==> src/rtl/serial_frame_tx.sv <==
// Serial frame transmitter: start(0), port, length, payload, [parity], stop(1).
// Define SER_TX_PARITY_EN to insert an even-parity bit before the stop bit.
module serial_frame_tx #(
    parameter int PORT_W = 2,
    parameter int LEN_W  = 4
) (
    input  logic                  clk,
    input  logic                  rst,
    input  logic                  clk_en,
    input  logic                  tx_valid,
    input  logic [PORT_W-1:0]     tx_port,
    input  logic [LEN_W-1:0]      tx_len,
    input  logic [2**LEN_W-2:0]   tx_data,
    output logic                  tx_ready,
    output logic                  Ser_Out,
    output logic                  busy,
    output logic                  done
);

    localparam int DW = 2**LEN_W - 1;
    localparam int HW = PORT_W + LEN_W;
    localparam int CW = (PORT_W > LEN_W) ? PORT_W : LEN_W;

    typedef enum logic [2:0] {
        S_IDLE,
        S_WAIT,
        S_START,
        S_PORT,
        S_LEN,
        S_DATA,
`ifdef SER_TX_PARITY_EN
        S_PARITY,
`endif
        S_STOP
    } state_e;

    state_e          state_q, state_d;
    logic [HW-1:0]   hdr_q, hdr_d;
    logic [LEN_W-1:0] len_q, len_d;
    logic [DW-1:0]   data_q, data_d;
    logic [CW-1:0]   cnt_q, cnt_d;
    logic            ser_q, ser_d;
    state_e          tail_s;
    logic            tail_b;

`ifdef SER_TX_PARITY_EN
    logic par_q, par_d;
    logic [DW-1:0] pay_mask;

    assign pay_mask = ~({DW{1'b1}} << tx_len);
    assign tail_s   = S_PARITY;
    assign tail_b   = par_q;
`else
    assign tail_s   = S_STOP;
    assign tail_b   = 1'b1;
`endif

    always_ff @(posedge clk or posedge rst) begin
        if (rst) begin
            state_q <= S_IDLE;
            hdr_q   <= '0;
            len_q   <= '0;
            data_q  <= '0;
            cnt_q   <= '0;
            ser_q   <= 1'b1;
`ifdef SER_TX_PARITY_EN
            par_q   <= 1'b0;
`endif
        end else begin
            state_q <= state_d;
            hdr_q   <= hdr_d;
            len_q   <= len_d;
            data_q  <= data_d;
            cnt_q   <= cnt_d;
            ser_q   <= ser_d;
`ifdef SER_TX_PARITY_EN
            par_q   <= par_d;
`endif
        end
    end

    // Port and length share one MSB-first shift register; payload is
    // left-aligned at acceptance so bit L-1 leaves first.
    always_comb begin
        state_d = state_q;
        hdr_d   = hdr_q;
        len_d   = len_q;
        data_d  = data_q;
        cnt_d   = cnt_q;
        ser_d   = ser_q;
        done    = 1'b0;
`ifdef SER_TX_PARITY_EN
        par_d   = par_q;
`endif
        unique case (state_q)
            S_IDLE: begin
                ser_d = 1'b1;
                if (tx_valid) begin
                    state_d = S_WAIT;
                    hdr_d   = {tx_port, tx_len};
                    len_d   = tx_len;
                    data_d  = tx_data << (DW - int'(tx_len));
`ifdef SER_TX_PARITY_EN
                    par_d   = ^{tx_port, tx_len, tx_data & pay_mask};
`endif
                end
            end
            S_WAIT: begin
                if (clk_en) begin
                    state_d = S_START;
                    ser_d   = 1'b0;
                end
            end
            S_START: begin
                if (clk_en) begin
                    state_d = S_PORT;
                    ser_d   = hdr_q[HW-1];
                    hdr_d   = hdr_q << 1;
                    cnt_d   = CW'(PORT_W - 1);
                end
            end
            S_PORT: begin
                if (clk_en) begin
                    ser_d = hdr_q[HW-1];
                    hdr_d = hdr_q << 1;
                    if (cnt_q == '0) begin
                        state_d = S_LEN;
                        cnt_d   = CW'(LEN_W - 1);
                    end else begin
                        cnt_d = cnt_q - CW'(1);
                    end
                end
            end
            S_LEN: begin
                if (clk_en) begin
                    if (cnt_q != '0) begin
                        ser_d = hdr_q[HW-1];
                        hdr_d = hdr_q << 1;
                        cnt_d = cnt_q - CW'(1);
                    end else if (len_q == '0) begin
                        state_d = tail_s;
                        ser_d   = tail_b;
                    end else begin
                        state_d = S_DATA;
                        ser_d   = data_q[DW-1];
                        data_d  = data_q << 1;
                        cnt_d   = CW'(len_q) - CW'(1);
                    end
                end
            end
            S_DATA: begin
                if (clk_en) begin
                    if (cnt_q == '0) begin
                        state_d = tail_s;
                        ser_d   = tail_b;
                    end else begin
                        ser_d  = data_q[DW-1];
                        data_d = data_q << 1;
                        cnt_d  = cnt_q - CW'(1);
                    end
                end
            end
`ifdef SER_TX_PARITY_EN
            S_PARITY: begin
                if (clk_en) begin
                    state_d = S_STOP;
                    ser_d   = 1'b1;
                end
            end
`endif
            S_STOP: begin
                if (clk_en) begin
                    state_d = S_IDLE;
                    ser_d   = 1'b1;
                    done    = 1'b1;
                end
            end
            default: begin
                state_d = S_IDLE;
                ser_d   = 1'b1;
            end
        endcase
    end

    assign tx_ready = (state_q == S_IDLE);
    assign busy     = (state_q != S_IDLE);
    assign Ser_Out  = ser_q;

endmodule

==> config.mk <==
export PLATFORM = sky130hd
export DESIGN_NAME = serial_frame_tx
export DESIGN_NICKNAME = d
export VERILOG_FILES = /design/src/rtl/serial_frame_tx.sv
export SDC_FILE = /design/constraint.sdc
export NUM_CORES = 1
export LEC_CHECK = 0
export ABC_AREA = 0
export BUFFER_PORTS_ARGS = -buffer_cell sky130_fd_sc_hd__buf_2
export CORE_MARGIN = 3
export CORE_UTILIZATION = 45
export CTS_CLUSTER_SIZE = 24
export DETAILED_ROUTE_END_ITERATION = 16
export GPL_TIMING_DRIVEN = 1
export PLACE_DENSITY = 0.75
export REMOVE_ABC_BUFFERS = 1
export SETUP_SLACK_MARGIN = 0.2
export SLEW_MARGIN = 5
export SYNTH_ARGS = -nofsm -noshare
export SYNTH_HDL_FRONTEND = slang
export SYNTH_SLANG_ARGS = --single-unit
==> constraint.sdc <==
create_clock -name clk -period 2 [get_ports clk]
set_input_delay 0.1 -clock clk [delete_from_list [all_inputs] [get_ports clk]]
set_output_delay 0.1 -clock clk [all_outputs]
set_load 0.02 [all_outputs]
==> results.sh <==
export IMPL_status="finished, violations left"
export IMPL_violations="negative setup slack"
export IMPL_finClkSkew_ns=0.003120
export IMPL_syn_area_um2=2605
export IMPL_async_flop_share_pct=100.0
export IMPL_wl_per_cell_um=16.58
export IMPL_setup_viol=2
export IMPL_cp_start_kind="register"
export IMPL_coreArea_um2=5540
export IMPL_period_share_pct=100.7
export IMPL_critPathMaxFanout=8
export IMPL_cts_tree="built"
export IMPL_h_tree_depth=2
export IMPL_ys_ff_latch=33
export IMPL_boundaryPins=29
export IMPL_crit_arrival_ns=2.20
export IMPL_fillerInstances=460
export IMPL_clock_latency_ns=0.29
export IMPL_synth_edff_count=0
export IMPL_viasPerCell=5.935
export IMPL_grt_max_degree=18
export IMPL_cp_buffers_inverters=3
export IMPL_setup_worst_path_end_class="register"
export IMPL_p_per_area_nw_per_um2=1445
export IMPL_cp_common_cell="buf_6"
export IMPL_antenna_cells=0
export IMPL_final_setup_tns_ns=-0.02595
export IMPL_critPathRequiredTime_ns=2.18
export IMPL_synth_seq_area_share_pct=31.75
export IMPL_peakVddDrop_uv=784.9
export IMPL_slew_viol_final=0
export IMPL_synth_distinct_cells=50
export IMPL_utilization_pct=58.97
export IMPL_rows=27
export IMPL_vias=2392
export IMPL_first_pass_iters=7
export IMPL_layout_setup_ws_ns=-0.01306
export IMPL_drv_cap=0
export IMPL_layout_drive_gt1_share_pct=40.48
export IMPL_drc_errors=0
export IMPL_final_cell_mix="buf_4, dfrtp_1, buf_2"
export IMPL_hold_slack_ns=0.1159
export IMPL_layout_cells_non_filler=403
export IMPL_hp_class="input pin to register"
export IMPL_yosys_warnings=0
export IMPL_clkSinkCount=33
export IMPL_die_h_um=82.09
export IMPL_layout_commonest_cell="buf_4"
export IMPL_grt_remaining_overflow=0
export IMPL_final_nets=359
export IMPL_hold_viol_final=0
export IMPL_cts_inserted_buffers=5
export IMPL_ant_nets=0
export IMPL_max_freq_mhz=496.8
export IMPL_cts_buffer_depth=2
export IMPL_worstPathCellList="inv_2 > ha_4 > or3b_4 > a211oi_4 > buf_6 > o211ai_4 > buf_6 > a21o_1"
export IMPL_synthCells=281
export IMPL_area_growth_pct=25.41
export IMPL_ys_flop_type="dfrtp_1"
export IMPL_period_minus_slack_ns=2.013
export IMPL_critPathMaxStageDelay_ns=0.39
export IMPL_rsz0062_at_grt="true"
export IMPL_clockRootBuffer="clkbuf_8"
export IMPL_finalWirelength_um=6683
export IMPL_worstMarginPinSlew_ns=0.7020
export IMPL_clkTransAtPathRegs_ns=0.07
export IMPL_grt_pass1_vias=2231
export IMPL_leakagePower_uw=0.001416
export IMPL_numPortBuffers=28
export IMPL_syn_area_per_cell_um2=9.270
export IMPL_multi_input_area_um2=1733
export IMPL_grt_pass1_wl_um=10940
export IMPL_grt_total_usage_pct=21.06
export IMPL_dp_cells=380
export IMPL_fp_dieW_um=82.09
export IMPL_initialDrtViolationCount=118
export IMPL_max_slew_margin_pct=53.15
export IMPL_antenna_found_initial=0
export IMPL_dp_hpwl_um=4579
export IMPL_die_area_um2=6738
export IMPL_critical_path_top_delay_family="compound AO/OA/AOI/OAI gates"
export IMPL_start_util_pct=47.02
export IMPL_seq_area_um2=827.0
export IMPL_power_uw=4719
export IMPL_crit_type="register to register"
export IMPL_place_congestion=0.9270
export IMPL_cp_slowest_cell="dfrtp_1"
stage by stage:
stage,worst slack (ns),cell area [um2]
6_report,-0.01306,3267
5_1_grt,-0.09314,3267
4_1_cts,0.03511,3154
3_5_place_dp,-0.06397,2893
3_3_place_gp,0.05339,2893
2_1_floorplan,-0.6984,2467
cells by family after synthesis:
kind of cell	synth area share, %
XOR/XNOR	1.345
adder cells (fa/ha/maj)	1.921
AND/OR/NAND/NOR	14.36
flip-flops	31.75
multiplexers	21.61
buffers and inverters	7.012
AO/OA/AOI/OAI	22.00
routing by layer:
| layer | part of all wire, % | wire length (um) | track usage, % | vias up |
|---|---|---|---|---|
| met1 | 44 | 2934 | 27.35 | 1149 |
| met5 | 0 | 0 | 0 | - |
| met3 | 5.9 | 397 | 4.167 | 12 |
| met4 | 1.5 | 103 | 6.478 | 0 |
| met2 | 49 | 3249 | 35.30 | 99 |
| li1 | - | - | - | 1132 |
synthesized netlist by cell type (3+ instances only):
cell type  number  share of area (%)
dfrtp_1        32                 31
o2bb2ai_1       4                1.3
inv_1          12                1.7
nor3_1          5               0.96
nor2b_1         3               0.72
buf_6           4                1.7
a22oi_1         3               0.86
and2_1          3               0.72
o211ai_1        3               0.86
a221oi_1        8                2.7
a311oi_1        3                1.0
nor2_1         30                4.3
nand3_1         7                1.3
ha_1            4                1.9
a32oi_1         3                1.0
o21ai_0        17                3.3
mux2_2         16                6.9
o22ai_1         4               0.96
nand2_1        25                3.6
a21oi_1        20                3.8
mux2i_1        15                5.8
clkbuf_1       11                1.6
mux4_2          8                6.9
buf_2           8                1.5
worst reg2reg max path, stage by stage, from the launching register on:
cell      delay (ns)
dfrtp_1         0.39
inv_2           0.08
ha_4            0.13
or3b_4          0.39
a211oi_4        0.27
buf_6           0.16
o211ai_4        0.13
buf_6           0.17
a21o_1          0.18
power breakdown:
group	leakage [uW]	switching (uW)	internal (uW)
Sequential	0.000398	256	993
Combinational	0.000961	1480	1320
Clock	0.0000574	265	405
final timing paths:
| kind | from | end | slack, ns | cells past startpoint |
|---|---|---|---|---|
| worst max-delay path | cnt_q[0] | data_q[10] | -0.01 | 8 |
| worst min-delay path | tx_port[0] | hdr_q[4] | 0.12 | 3 |
| worst max register to register | cnt_q[0] | data_q[10] | -0.01 | 8 |
| worst min register to register | data_q[0] | data_q[0] | 0.51 | 2 |
| max in group asynchronous | rst | Ser_Out | 0.93 | 4 |
| min in group asynchronous | rst | state_q[1] | 0.45 | 3 |
registers in the layout, indices dropped and copies added (netlist names):
signal	count
state_q	3
data_q	15
len_q	4
cnt_q	4
hdr_q	6
Ser_Out	1
area by class of cell:
cell class / instances / area share [%]
clock inverter: 2 / 1.149
multi-input combinational: 212 / 53.04
inverter: 12 / 1.379
sequential: 33 / 25.32
clock buffer: 6 / 2.528
timing repair buffer: 66 / 13.83
tap: 72 / 2.758
what timing repair did:
item,4_1_cts,5_1_grt
setup endpoints to repair,23,29
hold buffers,1,0
pin swaps,9,10
resized for setup,19,21
setup buffers,6,6
endpoints found under the hold margin,16,0
gates cloned,2,0
No activity file was read; power rests on OpenSTA's default activity.
